--- config.mk ---
export PLATFORM = sky130hd
export DESIGN_NAME = ex_muldiv_unit
export DESIGN_NICKNAME = d
export VERILOG_FILES = /design/src/rtl/ex_muldiv_unit.sv
export SDC_FILE = /design/constraint.sdc
export NUM_CORES = 1
export LEC_CHECK = 0
export ABC_AREA = 1
export CAP_MARGIN = 30
export CORE_MARGIN = 1
export CORE_UTILIZATION = 49
export DETAILED_ROUTE_END_ITERATION = 16
export PLACE_DENSITY_LB_ADDON = 0.08
export SETUP_SLACK_MARGIN = 0.02
export SYNTH_ARGS = -nofsm -noshare
export SYNTH_HDL_FRONTEND = slang
export SYNTH_SLANG_ARGS = --single-unit
--- constraint.sdc ---
create_clock -name clk -period 9.4 [get_ports clk]
set_input_delay 1.41 -clock clk [delete_from_list [all_inputs] [get_ports clk]]
set_output_delay 1.41 -clock clk [all_outputs]
set_load 0.005 [all_outputs]
--- src/rtl/ex_muldiv_unit.sv ---
// ----------------------------------------------------------------------------
// ex_muldiv_unit
//   Iterative RV32M multiply/divide unit for the execute stage. Operands are
//   converted to magnitudes at accept, UNROLL bits are retired per RUN cycle
//   (shift-add for multiply, restoring shift-subtract for divide) and signs
//   are re-applied when the result is registered on entry to DONE.
//
// Parameters
//   WIDTH   operand/result width (even, >= 8)
//   UNROLL  bits retired per RUN cycle (1, 2 or 4; must divide WIDTH)
//
// Ports
//   clk        clock
//   rst        asynchronous active-high reset
//   in_valid   execute-stage instruction is an M op (held while stalled)
//   op         RV32M funct3 (MUL, MULH, MULHSU, MULHU, DIV, DIVU, REM, REMU)
//   a, b       rs1 / rs2 after forwarding
//   kill       flush of the execute stage this cycle
//   busy       stall request (combinational)
//   out_valid  res is valid for the instruction in execute (one cycle)
//   res        result, held until the next completed op
//
// Configuration
//   MULDIV_EARLY_OUT_EN  when defined, trivial ops (divide by zero, signed
//                        overflow, multiply by zero, |a| < |b| divide) go
//                        straight from IDLE to DONE.
// ----------------------------------------------------------------------------
module ex_muldiv_unit #(
   parameter int WIDTH  = 32,
   parameter int UNROLL = 1
) (
   input  logic             clk,
   input  logic             rst,
   input  logic             in_valid,
   input  logic [2:0]       op,
   input  logic [WIDTH-1:0] a,
   input  logic [WIDTH-1:0] b,
   input  logic             kill,
   output logic             busy,
   output logic             out_valid,
   output logic [WIDTH-1:0] res
);

   localparam int N  = WIDTH / UNROLL;
   localparam int CW = $clog2(N);
   localparam logic [CW-1:0] LAST = CW'(N - 1);

   localparam logic [1:0] S_IDLE = 2'd0;
   localparam logic [1:0] S_RUN  = 2'd1;
   localparam logic [1:0] S_DONE = 2'd2;

   localparam logic [2:0] OP_MUL    = 3'd0;
   localparam logic [2:0] OP_MULH   = 3'd1;
   localparam logic [2:0] OP_MULHSU = 3'd2;
   localparam logic [2:0] OP_MULHU  = 3'd3;
   localparam logic [2:0] OP_DIV    = 3'd4;
   localparam logic [2:0] OP_DIVU   = 3'd5;
   localparam logic [2:0] OP_REM    = 3'd6;
   localparam logic [2:0] OP_REMU   = 3'd7;

   logic [1:0]         state_q, state_d;
   logic [2:0]         op_q, op_d;
   logic [WIDTH-1:0]   mb_q, mb_d;      // multiplicand / divisor magnitude
   logic [2*WIDTH-1:0] acc_q, acc_d;    // {hi, lo} product or {rem, quo}
   logic               sa_q, sa_d, sb_q, sb_d, dz_q, dz_d;
   logic [CW-1:0]      cnt_q, cnt_d;
   logic [WIDTH-1:0]   res_q, res_d;

   logic               accept, load_res;
   logic               sa_in, sb_in, dz_in;
   logic [WIDTH-1:0]   ma_in, mb_in;
   logic [WIDTH-1:0]   quo, rem;
   logic [2*WIDTH-1:0] prod;

   assign accept = (state_q == S_IDLE) & in_valid & ~kill;
   assign busy   = ~rst & (accept | (state_q == S_RUN));
   // Kill in DONE retires nothing, so the pulse is masked combinationally.
   assign out_valid = (state_q == S_DONE) & ~kill;
   assign res       = res_q;

   // Operand decode at accept.
   assign sa_in = (op == OP_MUL || op == OP_MULH || op == OP_MULHSU ||
                   op == OP_DIV || op == OP_REM) & a[WIDTH-1];
   assign sb_in = (op == OP_MUL || op == OP_MULH ||
                   op == OP_DIV || op == OP_REM) & b[WIDTH-1];
   assign ma_in = sa_in ? -a : a;
   assign mb_in = sb_in ? -b : b;
   assign dz_in = op[2] & (b == '0);

`ifdef MULDIV_EARLY_OUT_EN
   localparam logic [WIDTH-1:0] MOST_NEG = {1'b1, {(WIDTH-1){1'b0}}};
   logic               mul_zero, div_ovf, div_small, early;
   logic [2*WIDTH-1:0] early_acc;

   assign mul_zero  = ~op[2] & ((a == '0) | (b == '0));
   assign div_ovf   = ((op == OP_DIV) | (op == OP_REM)) & (a == MOST_NEG) & (b == '1);
   assign div_small = op[2] & (ma_in < mb_in);
   assign early     = mul_zero | dz_in | div_ovf | div_small;

   // Accumulator images that the normal sign/select stage turns into the
   // architectural result without any iterations.
   always_comb begin
      if (mul_zero)       early_acc = '0;
      else if (dz_in)     early_acc = {ma_in, {WIDTH{1'b1}}};
      else if (div_small) early_acc = {ma_in, {WIDTH{1'b0}}};
      else                early_acc = {{WIDTH{1'b0}}, ma_in};
   end
`endif

   // UNROLL iterations of shift-add (multiply) or restoring division.
   function automatic logic [2*WIDTH-1:0] iterate(input logic [2*WIDTH-1:0] acc,
                                                  input logic [WIDTH-1:0]   d,
                                                  input logic               is_div);
      logic [WIDTH-1:0] hi, lo;
      logic [WIDTH:0]   t;
      hi = acc[2*WIDTH-1:WIDTH];
      lo = acc[WIDTH-1:0];
      for (int i = 0; i < UNROLL; i++) begin
         if (is_div) begin
            t  = {hi, lo[WIDTH-1]};
            lo = {lo[WIDTH-2:0], 1'b0};
            if (t >= {1'b0, d}) begin
               t     = t - {1'b0, d};
               lo[0] = 1'b1;
            end
            hi = t[WIDTH-1:0];
         end else begin
            t  = lo[0] ? ({1'b0, hi} + {1'b0, d}) : {1'b0, hi};
            lo = {t[0], lo[WIDTH-1:1]};
            hi = t[WIDTH:1];
         end
      end
      return {hi, lo};
   endfunction

   // NOTE: every always_comb output gets a default first so no path leaves it unassigned (no latches).
   always_comb begin
      state_d  = state_q;
      op_d     = op_q;
      mb_d     = mb_q;
      acc_d    = acc_q;
      sa_d     = sa_q;
      sb_d     = sb_q;
      dz_d     = dz_q;
      cnt_d    = cnt_q;
      load_res = 1'b0;

      case (state_q)
         S_IDLE: begin
            if (accept) begin
               op_d    = op;
               sa_d    = sa_in;
               sb_d    = sb_in;
               dz_d    = dz_in;
               mb_d    = mb_in;
               acc_d   = {{WIDTH{1'b0}}, ma_in};
               cnt_d   = '0;
               state_d = S_RUN;
`ifdef MULDIV_EARLY_OUT_EN
               if (early) begin
                  acc_d    = early_acc;
                  state_d  = S_DONE;
                  load_res = 1'b1;
               end
`endif
            end
         end
         S_RUN: begin
            acc_d = iterate(acc_q, mb_q, op_q[2]);
            cnt_d = cnt_q + 1'b1;
            if (cnt_q == LAST) begin
               state_d  = S_DONE;
               load_res = 1'b1;
            end
         end
         default: state_d = S_IDLE;
      endcase

      if (kill) begin
         state_d  = S_IDLE;
         load_res = 1'b0;
      end
   end

   // Sign application and result select, from the values being registered.
   always_comb begin
      prod = (sa_d ^ sb_d) ? -acc_d : acc_d;
      quo  = dz_d ? {WIDTH{1'b1}}
                  : ((sa_d ^ sb_d) ? -acc_d[WIDTH-1:0] : acc_d[WIDTH-1:0]);
      rem  = sa_d ? -acc_d[2*WIDTH-1:WIDTH] : acc_d[2*WIDTH-1:WIDTH];
      res_d = res_q;
      if (load_res) begin
         case (op_d)
            OP_MUL:                       res_d = prod[WIDTH-1:0];
            OP_MULH, OP_MULHSU, OP_MULHU: res_d = prod[2*WIDTH-1:WIDTH];
            OP_DIV, OP_DIVU:              res_d = quo;
            OP_REM, OP_REMU:              res_d = rem;
            default:                      res_d = res_q;
         endcase
      end
   end

   // NOTE: sequential state uses non-blocking assignments so all registers update together.
   always_ff @(posedge clk or posedge rst) begin
      if (rst) begin
         state_q <= S_IDLE;
         op_q    <= '0;
         mb_q    <= '0;
         acc_q   <= '0;
         sa_q    <= 1'b0;
         sb_q    <= 1'b0;
         dz_q    <= 1'b0;
         cnt_q   <= '0;
         res_q   <= '0;
      end else begin
         state_q <= state_d;
         op_q    <= op_d;
         mb_q    <= mb_d;
         acc_q   <= acc_d;
         sa_q    <= sa_d;
         sb_q    <= sb_d;
         dz_q    <= dz_d;
         cnt_q   <= cnt_d;
         res_q   <= res_d;
      end
   end

endmodule

==> impl_metrics.yaml <==
status:
  outcome: "completed"
clocking:
  cts_max_path_buffers: 2
  htree_num_levels: 4
  postCtsHoldBufs: 0
  cts_buffers: 17
  cts_tree: "done"
  clock-sinks: 141
  insertion_delay_ns: 0.46
  clkTransAtPathRegs_ns: 0.06
  root_buffer: "clkbuf_16"
  cts_setup_buffers: 0
  cts.repair.resized: 0
job:
  cap_viol_max_count: 0
grt:
  grt_usage: 0.388
  gr-total-overflow: 0
  antenna_found_initial: 0
  grt_max_degree: 75
  grt_pass1_wl_mm: 108
  grt_pass1_vias: 19178
synth:
  ys_types: 51
  synth_nets: 3227
  ys_seq_elements: 141
  synth_edf_count: 0
  syn_inst: 3084
  post_synth.cell_area_avg_um2: 5.74
  async_flop_share: 1.00
  yosys_warnings: 0
  synth_area_mm2: 0.0177
  seq_area_frac_synth: 0.199
  ys.flop_type: "dfrtp_1"
critical_path:
  crit_required_ns: 7.99
  startpoint_type: "primary input"
  cp_common_cell: "clkdlybuf4s50_1"
  crit_slowest_cell: "nand2_4"
  worstSetupPathType: "in -> out"
  r2r_slack_ns: 4.25
  worst_ep_arrival_time_ns: 4.22
  worstSetupEndpointType: "output port"
  slowest_delay_ns: 0.58
  crit_path_max_fanout: 61
  path_cells: "clkdlybuf4s50_1 > inv_1 > nand3_4 > nand2_4 > inv_2 > nor2_1 > clkdlybuf4s50_1"
timing:
  fin_ws_ns: 3.77
  fin_skew_ns: 0.0130
  fin_setup_tns_ns: 0
  drv_slew: 0
  tightest_slew_ns: 1.03
  min_period_over_period: 0.599
  rsz0062_at_grt: "false"
  hold_viol: 0
  period_needed_ns: 5.63
  slew_headroom: 0.309
  max_freq_mhz: 178
  setup_violations: 0
floorplan:
  die_h_um: 192
  dieArea_mm2: 0.0369
  die_w_um: 192
  fp-row-count: 69
  core-area_mm2: 0.0356
  start_util: 0.498
  io_pins: 105
routing:
  first_iter_violations: 1758
  wirelength_mm: 70.4
  vias_per_cell: 5.64
  drc: 0
  vias: 20350
  drtPass1Iterations: 8
  antenna_left: 0
  post_drt_wl_per_cell_um: 19.5
power:
  power.total_mw: 6.04
  ir_drop_uv: 218
  pwr_density_cell_mw_per_mm2: 309
  power.leakage_nw: 10.3
placed_design:
  gp_congestion: 1.04
  place_hpwl_mm: 55.6
  dp_slack_ns: 3.45
  io_buffers: 104
finish:
  n_fill_cell: 3703
  most-common-layout-cells: "nand2_1, inv_1, nand3_1"
  diodes: 0
  drive_gt1_frac: 0.0821
  final_common_cell: "nand2_1"
  num-nets-final: 3274
  area_growth_pct: 10.4
hold_path:
  min_path_type: "reg -> reg"
## through the flow
stage / util / hold WS [ns] / cells / instance area [um^2]
after floorplan: - / 0.471 / 3084 / 17700
after global placement: 0.532 / 0.463 / 3572 / 18900
after detailed placement: 0.532 / 0.466 / 3572 / 18900
after CTS: 0.549 / 0.482 / 3604 / 19500
after global routing: 0.550 / 0.497 / 3605 / 19500
final: 0.550 / 0.482 / 3605 / 19500
## Yosys cell counts (3+ instances only)
cell type,n,area [um^2]
nand4_1,32,200
nor3_1,16,80.1
o21ai_0,123,616
inv_2,30,113
nand3_2,11,110
dfrtp_1,141,3530
nand3_1,329,1650
o211ai_1,8,60.1
nand2_1,1037,3890
and2_1,3,18.8
nor2_1,225,845
a31oi_1,6,37.5
or2_2,13,81.3
nor3_2,3,30.0
xnor2_1,12,105
a21oi_1,167,836
o21ai_2,9,78.8
nor2_2,45,282
nor2_4,15,169
buf_1,11,41.3
inv_1,444,1670
nand2_2,60,375
a21oi_2,5,43.8
clkinv_1,5,18.8
xor2_1,61,534
o21bai_1,7,52.6
o21ai_1,46,230
clkbuf_1,27,101
ha_1,70,876
buf_2,31,155
o31ai_1,3,22.5
or2_1,3,18.8
buf_6,14,158
nand3b_1,31,233
nand2_4,13,146
buf_4,5,37.5
## registers in the layout (all words and copies together), names as in the netlist
signal,flops
acc_q,64
mb_q,32
res,32
cnt_q,5
op_q,3
state_q,2
dz_q,1
sa_q,1
sb_q,1
## layer usage
layer,track usage,wire [um]
met1,0.466,27700
met2,0.650,32700
met3,0.0517,5040
met4,0.250,4940
met5,0,0
## final timing paths
check / startpoint / to / cells after the start
setup reg to reg: mb_q[28]$_DFFE_PP0P_ / res[30]$_DFFE_PP0P_ / 26
setup / recovery: kill / busy / 7
hold / removal: res[31]$_DFFE_PP0P_ / res[31]$_DFFE_PP0P_ / 2
max in group asynchronous: rst / acc_q[15]$_DFF_PP0_ / 4
min in group asynchronous: rst / acc_q[57]$_DFF_PP0_ / 2
hold reg to reg: res[31]$_DFFE_PP0P_ / res[31]$_DFFE_PP0P_ / 2
## cell type report
class                   instances  area (um^2)  area share
multi-input cells            2376        11900       0.609
inverters                     479         1800      0.0922
flip-flops and latches        141         3530       0.181
clock buffers                  18          439      0.0225
clock inverters                14          156     0.00800
well taps                     461          577      0.0295
repair buffers                116         1140      0.0585
## worst max-delay path: cells and delay by family
kind,cells,cell delay (ns)
buf+inv,4,1.51
simple gates,3,1.25
## cells by family (layout without fill, tap and decap cells)
| group | count (synthesis) | count (layout) | share of synthesized area |
|---|---|---|---|
| and+or+nand+nor | 1842 | 1842 | 0.463 |
| buffers and inverters | 567 | 627 | 0.129 |
| AOI/OAI and AO/OA | 388 | 388 | 0.119 |
| DFF | 141 | 141 | 0.199 |
| xor gates and xnor gates | 74 | 74 | 0.0377 |
| adders and majority gates | 72 | 72 | 0.0517 |
## where the power goes
part / total (mW) / leakage [nW] / switching, mW / internal [mW]
combinational: 4.30 / 8.25 / 3.02 / 1.29
clock: 0.712 / 0.280 / 0.310 / 0.402
sequential: 1.02 / 1.73 / 0.260 / 0.762
No activity file was read; power rests on OpenSTA's default activity.
